<file path="src/rtl/floating_point_normalize_pkg.sv">
// Shared floating-point constants: GRS bit positions, rounding-mode codes
// and the mantissa width legality check used by the normalizer and rounder.
package floating_point_normalize_pkg;

    localparam int grs_g = 2;
    localparam int grs_r = 1;
    localparam int grs_s = 0;

    typedef enum logic [2:0] {
        rm_rne = 3'd0,
        rm_rtz = 3'd1,
        rm_rdn = 3'd2,
        rm_rup = 3'd3,
        rm_rmm = 3'd4
    } round_mode_t;

    // Raw mantissa needs 2 integer bits, the fraction and G/R/S room.
    function automatic bit mant_width_ok(int mant_width, int frac_width);
        return mant_width >= frac_width + 5;
    endfunction

endpackage

</file>
<file path="src/rtl/floating_point_normalize_if.sv">
// Operand/result handshake bundle between the FPU datapath, the normalizer
// and the rounding stage.
interface floating_point_normalize_if #(
    parameter int frac_width = 23,
    parameter int exp_width  = 8,
    parameter int mant_width = 28
);
    logic                        in_valid;
    logic                        in_ready;
    logic                        in_sign;
    logic signed [exp_width+1:0] in_exp;
    logic [mant_width-1:0]       in_mant;
    logic                        out_valid;
    logic                        out_ready;
    logic                        out_sign;
    logic [exp_width-1:0]        out_exp;
    logic [frac_width+2:0]       out_frac;
    logic                        out_zero;
    logic                        out_overflow;

    modport master (
        output in_valid, in_sign, in_exp, in_mant, out_ready,
        input  in_ready, out_valid, out_sign, out_exp, out_frac, out_zero, out_overflow
    );

    modport slave (
        input  in_valid, in_sign, in_exp, in_mant, out_ready,
        output in_ready, out_valid, out_sign, out_exp, out_frac, out_zero, out_overflow
    );
endinterface

</file>
<file path="src/rtl/floating_point_sticky_shift.sv">
// One-bit mantissa shift step with exponent adjust and sticky collection.
// Right shifts fold the dropped LSB into sticky; left shifts never lose bits.
module floating_point_sticky_shift #(
    parameter int mant_width = 28,
    parameter int ew2        = 10
) (
    input  logic [mant_width-1:0] m,
    input  logic signed [ew2-1:0] e,
    input  logic                  sticky,
    input  logic                  right,
    output logic [mant_width-1:0] m_nxt,
    output logic signed [ew2-1:0] e_nxt,
    output logic                  sticky_nxt
);
    localparam logic signed [ew2-1:0] e_one = ew2'(1);

    always_comb begin
        m_nxt      = m;
        e_nxt      = e;
        sticky_nxt = sticky;
        if (right) begin
            m_nxt      = m >> 1;
            e_nxt      = e + e_one;
            sticky_nxt = sticky | m[0];
        end else begin
            m_nxt = m << 1;
            e_nxt = e - e_one;
        end
    end
endmodule

</file>
<file path="src/rtl/floating_point_normalize.sv">
// Iterative normalizer: one shift per cycle until the hidden bit lands at
// mant_width-2, with gradual underflow, zero and overflow detection.
module floating_point_normalize
    import floating_point_normalize_pkg::*;
#(
    parameter int frac_width = 23,
    parameter int exp_width  = 8,
    parameter int mant_width = 28
) (
    input logic                     clk,
    input logic                     reset,
    floating_point_normalize_if.slave bus
);
    localparam int ew2 = exp_width + 2;
    localparam logic signed [ew2-1:0] e_collapse = ew2'(-(frac_width + 3));
    localparam logic signed [ew2-1:0] e_one      = ew2'(1);
    localparam logic signed [ew2-1:0] e_ovf      = ew2'((1 << exp_width) - 1);

    if (!mant_width_ok(mant_width, frac_width)) begin : g_width_chk
        $error("mant_width must be at least frac_width+5");
    end

    typedef enum logic [1:0] {IDLE, SHIFT, OUT} state_t;
    state_t state, state_nxt;

    logic [mant_width-1:0] m, m_sh;
    logic signed [ew2-1:0] e, e_sh;
    logic                  sticky, sticky_sh, sign;
    logic                  do_capture, act_right, act_left, act_collapse, act_finish;

    floating_point_sticky_shift #(.mant_width(mant_width), .ew2(ew2)) u_shift (
        .m(m), .e(e), .sticky(sticky), .right(act_right),
        .m_nxt(m_sh), .e_nxt(e_sh), .sticky_nxt(sticky_sh)
    );

    always_ff @(posedge clk) begin
        if (reset) state <= IDLE;
        else       state <= state_nxt;
    end

    always_comb begin
        state_nxt    = state;
        do_capture   = 1'b0;
        act_right    = 1'b0;
        act_left     = 1'b0;
        act_collapse = 1'b0;
        act_finish   = 1'b0;
        case (state)
            IDLE: if (bus.in_valid) begin
                do_capture = 1'b1;
                state_nxt  = (bus.in_mant == '0) ? OUT : SHIFT;
            end
            SHIFT: begin
                if (m[mant_width-1])                    act_right = 1'b1;
                else if (e <= e_collapse)               act_collapse = 1'b1;
                else if (e < e_one)                     act_right = 1'b1;
                else if (!m[mant_width-2] && e > e_one) act_left = 1'b1;
                else                                    act_finish = 1'b1;
                if (act_collapse || act_finish) state_nxt = OUT;
            end
            OUT: if (bus.out_ready) state_nxt = IDLE;
            default: state_nxt = IDLE;
        endcase
    end

    always_ff @(posedge clk) begin
        if (reset) begin
            m                <= '0;
            e                <= '0;
            sticky           <= 1'b0;
            sign             <= 1'b0;
            bus.out_exp      <= '0;
            bus.out_frac     <= '0;
            bus.out_zero     <= 1'b0;
            bus.out_overflow <= 1'b0;
        end else begin
            if (do_capture) begin
                m      <= bus.in_mant;
                e      <= bus.in_exp;
                sticky <= 1'b0;
                sign   <= bus.in_sign;
                if (bus.in_mant == '0) begin
                    bus.out_exp      <= '0;
                    bus.out_frac     <= '0;
                    bus.out_zero     <= 1'b1;
                    bus.out_overflow <= 1'b0;
                end
            end
            if (act_right || act_left) begin
                m      <= m_sh;
                e      <= e_sh;
                sticky <= sticky_sh;
            end
            // Far below the subnormal range only the sticky bit survives.
            if (act_collapse) begin
                bus.out_exp         <= '0;
                bus.out_frac        <= '0;
                bus.out_frac[grs_s] <= 1'b1;
                bus.out_zero        <= 1'b0;
                bus.out_overflow    <= 1'b0;
            end
            if (act_finish) begin
                bus.out_zero <= 1'b0;
                if (e >= e_ovf) begin
                    bus.out_overflow <= 1'b1;
                    bus.out_exp      <= '1;
                    bus.out_frac     <= '0;
                end else begin
                    bus.out_overflow <= 1'b0;
                    bus.out_exp      <= m[mant_width-2] ? e[exp_width-1:0] : '0;
                    bus.out_frac     <= {m[mant_width-3 -: frac_width+2],
                                         sticky | (|m[mant_width-frac_width-5:0])};
                end
            end
        end
    end

    assign bus.in_ready  = (state == IDLE);
    assign bus.out_valid = (state == OUT);
    assign bus.out_sign  = sign;
endmodule
</file>
<file path="src/flat_wrapper.sv">
// flat-port wrapper written by rule: the top's interface ports become plain ports
module floating_point_normalize_flat import floating_point_normalize_pkg::*;
#(
    parameter int frac_width = 23,
    parameter int exp_width  = 8,
    parameter int mant_width = 28
)
  (clk, reset, bus_in_valid, bus_in_sign, bus_in_exp, bus_in_mant, bus_out_ready, bus_in_ready, bus_out_valid, bus_out_sign, bus_out_exp, bus_out_frac, bus_out_zero, bus_out_overflow);
  floating_point_normalize_if #(.frac_width(frac_width), .exp_width(exp_width), .mant_width(mant_width)) bus_i ();
  input logic clk;
  input logic reset;
  input wire logic [$bits(bus_i.in_valid)-1:0] bus_in_valid;
  input wire logic [$bits(bus_i.in_sign)-1:0] bus_in_sign;
  input wire logic [$bits(bus_i.in_exp)-1:0] bus_in_exp;
  input wire logic [$bits(bus_i.in_mant)-1:0] bus_in_mant;
  input wire logic [$bits(bus_i.out_ready)-1:0] bus_out_ready;
  output wire logic [$bits(bus_i.in_ready)-1:0] bus_in_ready;
  output wire logic [$bits(bus_i.out_valid)-1:0] bus_out_valid;
  output wire logic [$bits(bus_i.out_sign)-1:0] bus_out_sign;
  output wire logic [$bits(bus_i.out_exp)-1:0] bus_out_exp;
  output wire logic [$bits(bus_i.out_frac)-1:0] bus_out_frac;
  output wire logic [$bits(bus_i.out_zero)-1:0] bus_out_zero;
  output wire logic [$bits(bus_i.out_overflow)-1:0] bus_out_overflow;
  assign bus_i.in_valid = bus_in_valid;
  assign bus_i.in_sign = bus_in_sign;
  assign bus_i.in_exp = bus_in_exp;
  assign bus_i.in_mant = bus_in_mant;
  assign bus_i.out_ready = bus_out_ready;
  assign bus_in_ready = bus_i.in_ready;
  assign bus_out_valid = bus_i.out_valid;
  assign bus_out_sign = bus_i.out_sign;
  assign bus_out_exp = bus_i.out_exp;
  assign bus_out_frac = bus_i.out_frac;
  assign bus_out_zero = bus_i.out_zero;
  assign bus_out_overflow = bus_i.out_overflow;
  floating_point_normalize #(.frac_width(frac_width), .exp_width(exp_width), .mant_width(mant_width)) u_core (.clk(clk), .reset(reset), .bus(bus_i));
endmodule
</file>
<file path="config.mk">
export PLATFORM = sky130hd
export DESIGN_NAME = floating_point_normalize_flat
export DESIGN_NICKNAME = d
export VERILOG_FILES = /design/src/rtl/floating_point_normalize_pkg.sv /design/src/rtl/floating_point_normalize_if.sv /design/src/rtl/floating_point_sticky_shift.sv /design/src/rtl/floating_point_normalize.sv /design/src/flat_wrapper.sv
export SDC_FILE = /design/constraint.sdc
export NUM_CORES = 1
export LEC_CHECK = 0
export ABC_CLOCK_PERIOD_IN_PS = 3800
export BUFFER_PORTS_ARGS = -buffer_cell sky130_fd_sc_hd__clkbuf_2
export CAP_MARGIN = 20
export CORE_UTILIZATION = 45
export DETAILED_ROUTE_END_ITERATION = 6
export GPL_TIMING_DRIVEN = 1
export HOLD_SLACK_MARGIN = 0.06
export PLACE_DENSITY = 0.68
export SETUP_SLACK_MARGIN = 0.02
export SLEW_MARGIN = 20
export SYNTH_ARGS = -nofsm -noshare
export SYNTH_HDL_FRONTEND = slang
export SYNTH_SLANG_ARGS = --single-unit
</file>
<file path="constraint.sdc">
create_clock -name clk -period 3.8 [get_ports clk]
set_input_delay 0.76 -clock clk [delete_from_list [all_inputs] [get_ports clk]]
set_output_delay 0.76 -clock clk [all_outputs]
set_load 0.01 [all_outputs]
</file>
==> report_table.html, run 1 <==
<table>
<tr><th>Metric</th><th>Value</th></tr>
<tr><th colspan="2">Outcome</th></tr>
<tr><td>Status</td><td>finished clean</td></tr>
<tr><th colspan="2">CTS</th></tr>
<tr><td>Clock tree from TritonCTS</td><td>yes</td></tr>
<tr><td># H-tree levels</td><td>3</td></tr>
<tr><td>Number of clock buffers inserted by TritonCTS</td><td>9</td></tr>
<tr><td>Clock slew seen by the registers of the worst setup and hold paths</td><td>0.09 ns</td></tr>
<tr><td>Number of gates resized after cts</td><td>0</td></tr>
<tr><td>Clock latency on the worst-skew pair</td><td>0.36 ns</td></tr>
<tr><td>Setup bufs post-CTS</td><td>0</td></tr>
<tr><td>Hold bufs inserted after CTS</td><td>0</td></tr>
<tr><td>Sinks on the clock net</td><td>78</td></tr>
<tr><td>Bufs on Longest Clock Path</td><td>2</td></tr>
<tr><td>Clock tree root buffer cell</td><td>sky130_fd_sc_hd__clkbuf_8</td></tr>
<tr><th colspan="2">Global routing</th></tr>
<tr><td>Number of global-route vias before repair</td><td>3246</td></tr>
<tr><td>Global-route wire length before repair</td><td>16800 um</td></tr>
<tr><td>Number of antenna violations at the first check in global routing</td><td>0</td></tr>
<tr><td>GRT Overall Usage</td><td>0.251</td></tr>
<tr><td>Maximum number of pins on one net before global-route repair</td><td>36</td></tr>
<tr><td>Overflow left after global routing</td><td>0</td></tr>
<tr><th colspan="2">Floorplanning</th></tr>
<tr><td>Cell row count</td><td>32</td></tr>
<tr><td>Floorplan die area</td><td>8530 um2</td></tr>
<tr><td>Height of the chip</td><td>92.4 um</td></tr>
<tr><td>Initial cell density of the core</td><td>0.471</td></tr>
<tr><td>Chip Width</td><td>92.4 um</td></tr>
<tr><td>Core box area</td><td>7810 um2</td></tr>
<tr><td>I/O Pins</td><td>82</td></tr>
<tr><th colspan="2">Final layout</th></tr>
<tr><td># nets final</td><td>515</td></tr>
<tr><td>Area growth from synthesis to layout</td><td>17.3%</td></tr>
<tr><td>Count of filler cells inserted in the layout</td><td>707</td></tr>
<tr><td>Most frequent cells in the layout</td><td>sky130_fd_sc_hd__clkbuf_2 (81), sky130_fd_sc_hd__dfxtp_1 (78), sky130_fd_sc_hd__nand3_1 (40)</td></tr>
<tr><td>Ratio of cells with drive above 1 in the final layout</td><td>0.249</td></tr>
<tr><td>Commonest non-fill, non-tap cell in the layout</td><td>sky130_fd_sc_hd__clkbuf_2</td></tr>
<tr><td>Antenna diode count</td><td>0</td></tr>
<tr><th colspan="2">Power</th></tr>
<tr><td>Combinational share of power</td><td>0.347</td></tr>
<tr><td>Sw Pwr</td><td>1.10 mW</td></tr>
<tr><td>Sequential group share of total power</td><td>0.411</td></tr>
<tr><td>Internal power of the cells</td><td>1.58 mW</td></tr>
<tr><td>PD cells</td><td>620 nW/um2</td></tr>
<tr><td>Part of the power in the clock network</td><td>0.242</td></tr>
<tr><td>Power Total</td><td>2.67 mW</td></tr>
<tr><td>Leak Pwr</td><td>1.71 nW</td></tr>
<tr><td>Net switching share of the total power</td><td>0.411</td></tr>
<tr><td>Highest ir drop seen on vdd</td><td>0.245 mV</td></tr>
<tr><th colspan="2">Synth</th></tr>
<tr><td>Net count after synthesis</td><td>451</td></tr>
<tr><td>Post-synth EDFFs</td><td>0</td></tr>
<tr><td>Syn Area/Cell</td><td>9.09 um2</td></tr>
<tr><td>Count of mapped cells out of synthesis</td><td>404</td></tr>
<tr><td>Fraction of synthesis flops using an asynchronous set or reset pin</td><td>0</td></tr>
<tr><td>Yosys Warn Count</td><td>0</td></tr>
<tr><td>Dominant register cell in the synthesized netlist</td><td>sky130_fd_sc_hd__dfxtp_1</td></tr>
<tr><td>Number of distinct standard cells referenced by the synthesized netlist</td><td>54</td></tr>
<tr><td>Cell area after technology mapping</td><td>3670 um2</td></tr>
<tr><td>Sequential element share of the synthesized area</td><td>0.425</td></tr>
<tr><td>Flip-flop and latch count after synthesis</td><td>78</td></tr>
<tr><th colspan="2">Worst setup path</th></tr>
<tr><td>Worst Setup Path Type</td><td>flip-flop to flip-flop</td></tr>
<tr><td>Crit. End Element</td><td>flip-flop</td></tr>
<tr><td>Worst R2R Path Depth</td><td>8</td></tr>
<tr><td>Sort of element at the start of the critical path</td><td>flip-flop</td></tr>
<tr><td>Signal arrival time at the worst endpoint</td><td>3.01 ns</td></tr>
<tr><td>Maximum net fanout on the critical path</td><td>22</td></tr>
<tr><td>Data required, critical path</td><td>4.05 ns</td></tr>
<tr><th colspan="2">Placement</th></tr>
<tr><td>Detailed placement HPWL</td><td>7310 um</td></tr>
<tr><td>IO buf count</td><td>81</td></tr>
<tr><td>Setup slack after placement</td><td>1.13 ns</td></tr>
<tr><td>Final RePlAce weighted congestion</td><td>0.920</td></tr>
<tr><th colspan="2">Detailed routing</th></tr>
<tr><td>Number of routed nets with antenna violations</td><td>0</td></tr>
<tr><td>1st-pass router iterations</td><td>6</td></tr>
<tr><td>Violation count after the first detailed-route iteration</td><td>645</td></tr>
<tr><td>Total Wirelength</td><td>10600 um</td></tr>
<tr><td>Via count normalized by instance count</td><td>6.43</td></tr>
<tr><td>DRC violations left</td><td>0</td></tr>
<tr><td>Total number of vias</td><td>3700</td></tr>
<tr><td>Wire length per cell</td><td>18.5 um</td></tr>
<tr><th colspan="2">Timing</th></tr>
<tr><td>Setup repair after global routing missed its margin</td><td>no</td></tr>
<tr><td>Slew at the pin closest to its max-slew limit</td><td>0.854 ns</td></tr>
<tr><td>Max Freq</td><td>0.362 GHz</td></tr>
<tr><td>Shortest period the worst path allows</td><td>2.76 ns</td></tr>
<tr><td>Fin Clk Skew</td><td>0.00933 ns</td></tr>
<tr><td>Share of the clock period used by the worst path after layout</td><td>0.726</td></tr>
<tr><td>Headroom to the max-slew limit</td><td>0.426</td></tr>
<tr><td>Final setup TNS</td><td>0 ns</td></tr>
<tr><td>Final Max Slew Viols</td><td>0</td></tr>
<tr><td>Number of failing hold endpoints at the final stage</td><td>0</td></tr>
<tr><td>Endpoints failing setup</td><td>0</td></tr>
<tr><td>Post-route worst setup slack</td><td>1.04 ns</td></tr>
<tr><th colspan="2">Min path</th></tr>
<tr><td>Number of cells on the worst hold path</td><td>2</td></tr>
<tr><td>Min-Delay Path Class</td><td>flip-flop to flip-flop</td></tr>
<tr><th colspan="2">Run</th></tr>
<tr><td>Number of max-cap violations</td><td>0</td></tr>
</table>
==> final timing paths <==
check | slack (ns) | startpoint | endpoint
max | 1.04 | u_core.e[1] | u_core.e[1]
min | 0.47 | u_core.bus.out_sign | u_core.bus.out_sign
max reg2reg | 1.04 | u_core.e[1] | u_core.e[1]
min reg2reg | 0.47 | u_core.bus.out_sign | u_core.bus.out_sign
==> final cells by class <==
cell class	count	area [um2]	share of cell area
clock buffer	9	124	0.0288
clock inverter	7	77.6	0.0180
inverter	9	33.8	0.00784
multi-input combinational	278	1900	0.440
sequential	78	1560	0.362
tap	102	128	0.0296
timing repair buffer	92	488	0.113
==> synthesized netlist by cell type (2+ instances only) <==
master | count | area share
sky130_fd_sc_hd__dfxtp_1 | 78 | 0.43
sky130_fd_sc_hd__nand3_1 | 40 | 0.054
sky130_fd_sc_hd__a21oi_1 | 39 | 0.053
sky130_fd_sc_hd__a22o_1 | 34 | 0.081
sky130_fd_sc_hd__nand2_1 | 31 | 0.032
sky130_fd_sc_hd__a222oi_1 | 26 | 0.071
sky130_fd_sc_hd__clkbuf_1 | 19 | 0.019
sky130_fd_sc_hd__buf_2 | 15 | 0.020
sky130_fd_sc_hd__nor2_1 | 14 | 0.014
sky130_fd_sc_hd__inv_1 | 9 | 0.0092
sky130_fd_sc_hd__nor4_1 | 9 | 0.015
sky130_fd_sc_hd__nor3_1 | 8 | 0.011
sky130_fd_sc_hd__o21ai_0 | 6 | 0.0082
sky130_fd_sc_hd__a31oi_1 | 5 | 0.0085
sky130_fd_sc_hd__nand4_1 | 5 | 0.0085
sky130_fd_sc_hd__buf_6 | 4 | 0.012
sky130_fd_sc_hd__ha_1 | 4 | 0.014
sky130_fd_sc_hd__nor2b_1 | 4 | 0.0068
sky130_fd_sc_hd__o211ai_1 | 4 | 0.0082
sky130_fd_sc_hd__a221oi_1 | 3 | 0.0072
sky130_fd_sc_hd__a22oi_1 | 3 | 0.0061
sky130_fd_sc_hd__a32oi_1 | 3 | 0.0072
sky130_fd_sc_hd__o311ai_0 | 3 | 0.0072
sky130_fd_sc_hd__a211o_1 | 2 | 0.0048
sky130_fd_sc_hd__a311o_1 | 2 | 0.0054
sky130_fd_sc_hd__and3_1 | 2 | 0.0034
sky130_fd_sc_hd__nand3b_1 | 2 | 0.0041
sky130_fd_sc_hd__o211a_1 | 2 | 0.0054
sky130_fd_sc_hd__or3_1 | 2 | 0.0034
sky130_fd_sc_hd__xor2_1 | 2 | 0.0048
==> worst max-delay path, cell delays in order, from the launching register on <==
cell and delay (ns):
sky130_fd_sc_hd__dfxtp_1 0.50, sky130_fd_sc_hd__inv_1 0.15, sky130_fd_sc_hd__ha_1 0.20, sky130_fd_sc_hd__nor2b_1 0.14, sky130_fd_sc_hd__o211ai_1 0.37, sky130_fd_sc_hd__and2_0 0.61
sky130_fd_sc_hd__buf_4 0.39, sky130_fd_sc_hd__o211ai_1 0.13, sky130_fd_sc_hd__o311a_1 0.15
==> per-stage QoR <==
stage | area (um2) | hold slack, ns | utilization | std cells
floorplan | 3670 | 0.457 | - | 404
global placement | 4110 | 0.450 | 0.526 | 559
detailed placement | 4110 | 0.453 | 0.526 | 559
CTS | 4310 | 0.465 | 0.552 | 575
global route | 4310 | 0.492 | 0.552 | 575
finish | 4310 | 0.466 | 0.552 | 575
==> registers in the layout, indices dropped and copies added, names as in the netlist <==
name / flops
u_core.bus.out_sign: 1
u_core.bus.out_exp: 8
u_core.sticky: 1
u_core.bus.out_overflow: 1
u_core.state: 2
u_core.bus.out_frac: 26
u_core.bus.out_zero: 1
u_core.e: 10
u_core.m: 28
==> power by group through the flow <==
stage / clock [mW] / sequential [mW] / combinational, mW
final: 0.646 / 1.10 / 0.927
after global routing: 0.696 / 1.12 / 1.01
after CTS: 0.663 / 1.09 / 0.907
after detailed placement: 0 / 1.11 / 0.901
after global placement: 0 / 1.10 / 0.893
after floorplan: 0 / 1.03 / 0.750
==> logic make-up after synthesis <==
logic type                 share of synthesized area
AOI/OAI and AO/OA                              0.309
and+or+nand+nor                                0.185
DFF                                            0.425
buffers and inverters                         0.0623
adders and majority gates                     0.0136
xor gates and xnor gates                     0.00477
==> layer usage <==
metal / share of wire / vias to the layer above / GRT usage
met2: 0.43 / 211 / 0.346
li1: - / 1726 / -
met3: 0.088 / 24 / 0.0402
met5: 0 / - / 0
met4: 0.019 / 0 / 0.103
met1: 0.47 / 1739 / 0.384
Power figures use the tool's default switching activity.
==> run 2: changes to the inputs <==
--- a/config.mk
+++ b/config.mk
@@ -5,14 +5,15 @@
 export SDC_FILE = /design/constraint.sdc
 export NUM_CORES = 1
 export LEC_CHECK = 0
-export ABC_CLOCK_PERIOD_IN_PS = 3800
+export ABC_AREA = 1
+export ABC_CLOCK_PERIOD_IN_PS = 2450
 export BUFFER_PORTS_ARGS = -buffer_cell sky130_fd_sc_hd__clkbuf_2
 export CAP_MARGIN = 20
 export CORE_UTILIZATION = 45
 export DETAILED_ROUTE_END_ITERATION = 6
 export GPL_TIMING_DRIVEN = 1
 export HOLD_SLACK_MARGIN = 0.06
-export PLACE_DENSITY = 0.68
+export PLACE_DENSITY = 0.69
 export SETUP_SLACK_MARGIN = 0.02
 export SLEW_MARGIN = 20
 export SYNTH_ARGS = -nofsm -noshare
==> constraint.sdc (replaced) <==
create_clock -name clk -period 2.45 [get_ports clk]
set_input_delay 0.49 -clock clk [delete_from_list [all_inputs] [get_ports clk]]
set_output_delay 0.49 -clock clk [all_outputs]
set_load 0.01 [all_outputs]
==> run 2 against run 1 <==
  * Register-to-register slack got worse by 0.81 ns
  * Area after synthesis increased by 31%
  * Die area up 30%
==> report_table.html, run 2 <==
<table>
<tr><th>Metric</th><th>Value</th></tr>
<tr><th colspan="2">Synth</th></tr>
<tr><td>Most common library cells after synthesis</td><td>sky130_fd_sc_hd__nand2_1 (170), sky130_fd_sc_hd__nand3_1 (121), sky130_fd_sc_hd__inv_1 (79) (was sky130_fd_sc_hd__dfxtp_1 (78), sky130_fd_sc_hd__nand3_1 (40), sky130_fd_sc_hd__a21oi_1 (39))</td></tr>
<tr><td>Flip-flop and latch count after synthesis</td><td>78 (unchanged)</td></tr>
<tr><td>Library cell occupying the most area in the post-synthesis netlist</td><td>sky130_fd_sc_hd__dfxtp_1 (unchanged)</td></tr>
<tr><td>Library cell with the highest instance count after synthesis</td><td>sky130_fd_sc_hd__nand2_1 (was sky130_fd_sc_hd__dfxtp_1)</td></tr>
<tr><td>Sequential element share of the synthesized area</td><td>0.325 (was 0.425)</td></tr>
<tr><td>Top cells by area in the synthesized netlist</td><td>sky130_fd_sc_hd__dfxtp_1 (33%), sky130_fd_sc_hd__nand2_1 (13%), sky130_fd_sc_hd__nand3_1 (13%) (was sky130_fd_sc_hd__dfxtp_1 (43%), sky130_fd_sc_hd__a22o_1 (8.1%), sky130_fd_sc_hd__a222oi_1 (7.1%))</td></tr>
<tr><td>Syn Area/Cell</td><td>6.68 um2 (was 9.09 um2)</td></tr>
<tr><td>Cell area after technology mapping</td><td>4800 um2 (was 3670 um2)</td></tr>
<tr><td>Number of distinct standard cells referenced by the synthesized netlist</td><td>29 (was 54)</td></tr>
<tr><td>Count of mapped cells out of synthesis</td><td>719 (was 404)</td></tr>
<tr><td>Portion of synthesized cell area occupied by the leading cell type</td><td>0.325 (was 0.425)</td></tr>
<tr><td>Yosys Warn Count</td><td>0 (unchanged)</td></tr>
<tr><td>Dominant register cell in the synthesized netlist</td><td>sky130_fd_sc_hd__dfxtp_1 (unchanged)</td></tr>
<tr><td>Fraction of synthesis flops using an asynchronous set or reset pin</td><td>0 (unchanged)</td></tr>
<tr><td>Net count after synthesis</td><td>766 (was 451)</td></tr>
<tr><td>Post-synth EDFFs</td><td>0 (unchanged)</td></tr>
<tr><th colspan="2">Worst setup path</th></tr>
<tr><td>Kind of cell with the highest combined delay on the critical path</td><td>simple AND/OR/NAND/NOR gates (unchanged)</td></tr>
<tr><td>Maximum net fanout on the critical path</td><td>19 (was 22)</td></tr>
<tr><td>Buffer and inverter count on the worst path</td><td>3 (was 2)</td></tr>
<tr><td>Critical-path cell list</td><td>inv_1 -&gt; ha_1 -&gt; inv_1 -&gt; nor2_2 -&gt; nand3_2 -&gt; nand3_4 -&gt; nand3_2 -&gt; nand2_2 -&gt; buf_4 -&gt; nand3_1 -&gt; nand2_1 -&gt; a21oi_1 (was inv_1 -&gt; ha_1 -&gt; nor2b_1 -&gt; o211ai_1 -&gt; and2_0 -&gt; buf_4 -&gt; o211ai_1 -&gt; o311a_1)</td></tr>
<tr><td>Signal arrival time at the worst endpoint</td><td>2.45 ns (was 3.01 ns)</td></tr>
<tr><td>Data required, critical path</td><td>2.68 ns (was 4.05 ns)</td></tr>
<tr><td>Highest cell delay on the worst timing path</td><td>0.36 ns (was 0.61 ns)</td></tr>
<tr><td>Sort of element at the start of the critical path</td><td>flip-flop (unchanged)</td></tr>
<tr><td>Library cell contributing the largest single delay on the critical path</td><td>sky130_fd_sc_hd__dfxtp_1 (was sky130_fd_sc_hd__and2_0)</td></tr>
<tr><td>Crit. End Element</td><td>flip-flop (unchanged)</td></tr>
<tr><td>Worst Setup Path Type</td><td>flip-flop to flip-flop (unchanged)</td></tr>
<tr><th colspan="2">Floorplanning</th></tr>
<tr><td>Chip Width</td><td>105 um (was 92.4 um)</td></tr>
<tr><td>I/O Pins</td><td>82 (unchanged)</td></tr>
<tr><td>Cell row count</td><td>37 (was 32)</td></tr>
<tr><td>Initial cell density of the core</td><td>0.465 (was 0.471)</td></tr>
<tr><td>Floorplan die area</td><td>11100 um2 (was 8530 um2)</td></tr>
<tr><td>Core box area</td><td>10300 um2 (was 7810 um2)</td></tr>
<tr><td>Height of the chip</td><td>105 um (was 92.4 um)</td></tr>
<tr><th colspan="2">Power</th></tr>
<tr><td>Leak Pwr</td><td>2.61 nW (was 1.71 nW)</td></tr>
<tr><td>Highest ir drop seen on vdd</td><td>0.444 mV (was 0.245 mV)</td></tr>
<tr><td>Power Total</td><td>6.40 mW (was 2.67 mW)</td></tr>
<tr><td>PD cells</td><td>1170 nW/um2 (was 620 nW/um2)</td></tr>
<tr><th colspan="2">Placement</th></tr>
<tr><td>Number of placed instances with taps included</td><td>908 (was 559)</td></tr>
<tr><td>Final RePlAce weighted congestion</td><td>0.899 (was 0.920)</td></tr>
<tr><td>Detailed placement HPWL</td><td>9280 um (was 7310 um)</td></tr>
<tr><td>IO buf count</td><td>81 (unchanged)</td></tr>
<tr><th colspan="2">Detailed routing</th></tr>
<tr><td>Met3 Wirelength</td><td>863 um (was 938 um)</td></tr>
<tr><td>Number of routed nets with antenna violations</td><td>0 (unchanged)</td></tr>
<tr><td>Wire length per cell</td><td>14.3 um (was 18.5 um)</td></tr>
<tr><td>Total Wirelength</td><td>13200 um (was 10600 um)</td></tr>
<tr><td>1st-pass router iterations</td><td>5 (was 6)</td></tr>
<tr><td>DR WL met2</td><td>5820 um (was 4530 um)</td></tr>
<tr><td>Top layer in use</td><td>met4 (unchanged)</td></tr>
<tr><td>Total number of vias</td><td>4917 (was 3700)</td></tr>
<tr><td>DRT met1 WL</td><td>6220 um (was 4950 um)</td></tr>
<tr><td>Via count normalized by instance count</td><td>5.31 (was 6.43)</td></tr>
<tr><td>DRC violations left</td><td>0 (unchanged)</td></tr>
<tr><td>Violation count after the first detailed-route iteration</td><td>389 (was 645)</td></tr>
<tr><th colspan="2">CTS</th></tr>
<tr><td>Clock tree root buffer cell</td><td>sky130_fd_sc_hd__clkbuf_8 (unchanged)</td></tr>
<tr><td># H-tree levels</td><td>3 (unchanged)</td></tr>
<tr><td>Bufs on Longest Clock Path</td><td>2 (unchanged)</td></tr>
<tr><td>Sinks on the clock net</td><td>78 (unchanged)</td></tr>
<tr><td>Clock slew seen by the registers of the worst setup and hold paths</td><td>0.08 ns (was 0.09 ns)</td></tr>
<tr><td>Number of clock buffers inserted by TritonCTS</td><td>9 (unchanged)</td></tr>
<tr><td>Hold bufs inserted after CTS</td><td>0 (unchanged)</td></tr>
<tr><td>Clock latency on the worst-skew pair</td><td>0.37 ns (was 0.36 ns)</td></tr>
<tr><td>Clock tree from TritonCTS</td><td>yes (unchanged)</td></tr>
<tr><th colspan="2">Timing</th></tr>
<tr><td>Headroom to the max-slew limit</td><td>0.604 (was 0.426)</td></tr>
<tr><td>Final setup TNS</td><td>0 ns (unchanged)</td></tr>
<tr><td>Endpoints failing setup</td><td>0 (unchanged)</td></tr>
<tr><td>Shortest period the worst path allows</td><td>2.22 ns (was 2.76 ns)</td></tr>
<tr><td>Share of the clock period used by the worst path after layout</td><td>0.907 (was 0.726)</td></tr>
<tr><td>Max Freq</td><td>0.450 GHz (was 0.362 GHz)</td></tr>
<tr><td>Number of failing hold endpoints at the final stage</td><td>0 (unchanged)</td></tr>
<tr><td>Fin Clk Skew</td><td>0.00607 ns (was 0.00933 ns)</td></tr>
<tr><td>Slew at the pin closest to its max-slew limit</td><td>0.594 ns (was 0.854 ns)</td></tr>
<tr><td>Final Max Slew Viols</td><td>0 (unchanged)</td></tr>
<tr><td>Setup repair after global routing missed its margin</td><td>no (unchanged)</td></tr>
<tr><th colspan="2">Final layout</th></tr>
<tr><td>Leading registers by flop count</td><td>u_core.m: 28 flops, u_core.bus.out_frac: 26 flops, u_core.e: 10 flops (unchanged)</td></tr>
<tr><td>Area taken by flip-flops and latches</td><td>1560 um2 (unchanged)</td></tr>
<tr><td>Most frequent cells in the layout</td><td>sky130_fd_sc_hd__nand2_1 (170), sky130_fd_sc_hd__nand3_1 (121), sky130_fd_sc_hd__clkbuf_2 (81) (was sky130_fd_sc_hd__clkbuf_2 (81), sky130_fd_sc_hd__dfxtp_1 (78), sky130_fd_sc_hd__nand3_1 (40))</td></tr>
<tr><td>Antenna diode count</td><td>0 (unchanged)</td></tr>
<tr><td>Share of the core filled with cells</td><td>0.528 (was 0.552)</td></tr>
<tr><td># nets final</td><td>832 (was 515)</td></tr>
<tr><td>Area growth from synthesis to layout</td><td>13.5% (was 17.3%)</td></tr>
<tr><td>Number of flip-flops in the largest register</td><td>28 (unchanged)</td></tr>
<tr><td>Commonest non-fill, non-tap cell in the layout</td><td>sky130_fd_sc_hd__nand2_1 (was sky130_fd_sc_hd__clkbuf_2)</td></tr>
<tr><td>Number of standard cells in the layout, taps in and fillers out</td><td>926 (was 575)</td></tr>
<tr><td>Largest Register</td><td>u_core.m (unchanged)</td></tr>
<tr><td>Ratio of cells with drive above 1 in the final layout</td><td>0.222 (was 0.249)</td></tr>
<tr><td>Count of filler cells inserted in the layout</td><td>1041 (was 707)</td></tr>
<tr><td>Multi-input gate area in the final layout</td><td>2620 um2 (was 1900 um2)</td></tr>
<tr><th colspan="2">Global routing</th></tr>
<tr><td>Maximum number of pins on one net before global-route repair</td><td>47 (was 36)</td></tr>
<tr><td>Overflow left after global routing</td><td>0 (unchanged)</td></tr>
<tr><td>Global-route wire length before repair</td><td>21700 um (was 16800 um)</td></tr>
<tr><td>GRT Overall Usage</td><td>0.243 (was 0.251)</td></tr>
<tr><td>Number of antenna violations at the first check in global routing</td><td>0 (unchanged)</td></tr>
<tr><td>Number of global-route vias before repair</td><td>4563 (was 3246)</td></tr>
<tr><th colspan="2">Outcome</th></tr>
<tr><td>Status</td><td>finished clean (unchanged)</td></tr>
<tr><th colspan="2">Run</th></tr>
<tr><td>Number of max-cap violations</td><td>0 (unchanged)</td></tr>
<tr><th colspan="2">Min path</th></tr>
<tr><td>Min-Delay Path Class</td><td>input port to flip-flop (was flip-flop to flip-flop)</td></tr>
</table>
run 2: cell count changes in the layout (fill, tap and decap cells not counted), moves of 15 or more:
cell	before	now
sky130_fd_sc_hd__a222oi_1	26	0
sky130_fd_sc_hd__nor2_1	14	51
sky130_fd_sc_hd__inv_1	9	79
sky130_fd_sc_hd__nand2_2	0	15
sky130_fd_sc_hd__a22o_1	34	0
sky130_fd_sc_hd__nand3_1	40	121
sky130_fd_sc_hd__nand2_1	31	170
sky130_fd_sc_hd__nand4_1	5	38
run 2: final timing paths:
kind	start	end	slack (ns)	cells after the start
min	bus_in_sign	u_core.bus.out_sign	0.36	3
max reg2reg	u_core.e[0]	u_core.e[9]	0.23	12
max	u_core.e[0]	u_core.e[9]	0.23	12
min reg2reg	u_core.m[5]	u_core.bus.out_frac[5]	0.48	2
run 2: per-stage QoR:
stage               instance area, um2  hold WS, ns  setup slack [ns]
floorplan                         4800        0.452             0.645
global placement                  5210        0.469             0.272
detailed placement                5210        0.474             0.184
CTS                               5420        0.359             0.166
global route                      5450        0.368            0.0255
finish                            5450        0.362             0.228
run 2: where the power goes:
group | internal (mW) | total (mW) | switching (mW)
clock | 0.506 | 1.03 | 0.520
combinational | 1.14 | 3.50 | 2.35
sequential | 1.55 | 1.88 | 0.329
run 2: area by class of cell:
class                      instances  area share
multi-input combinational        509       0.480
tap                              136      0.0312
clock buffer                      10      0.0252
inverter                          85      0.0590
sequential                        78       0.286
timing repair buffer             102       0.106
clock inverter                     6      0.0126
run 2: repair_timing:
item                       4_1_cts  5_1_grt
resized for setup                0        1
buffers inserted                 0        1
setup endpoints to repair        0       25
run 2: routing by layer:
layer | up-vias | global-route usage
met5 | - | 0
met4 | 0 | 0.107
met3 | 24 | 0.0390
met2 | 187 | 0.371
met1 | 2244 | 0.337
li1 | 2462 | -
run 2: logic make-up (layout without fill, tap and decap cells):
kind of cell | after synthesis | in the layout | synth area share
buffers and inverters | 133 | 203 | 0.133
adder cells (fa/ha/maj) | 4 | 4 | 0.0104
flip-flops | 78 | 78 | 0.325
XOR/XNOR | 15 | 15 | 0.0273
AND/OR/NAND/NOR | 422 | 423 | 0.425
AO/OA/AOI/OAI | 67 | 67 | 0.0794
run 2: tightest hold or removal path, delay by kind of cell:
| kind | cells | cell delay, ns |
|---|---|---|
| buf+inv | 1 | 0.08 |
| simple gates | 2 | 0.13 |
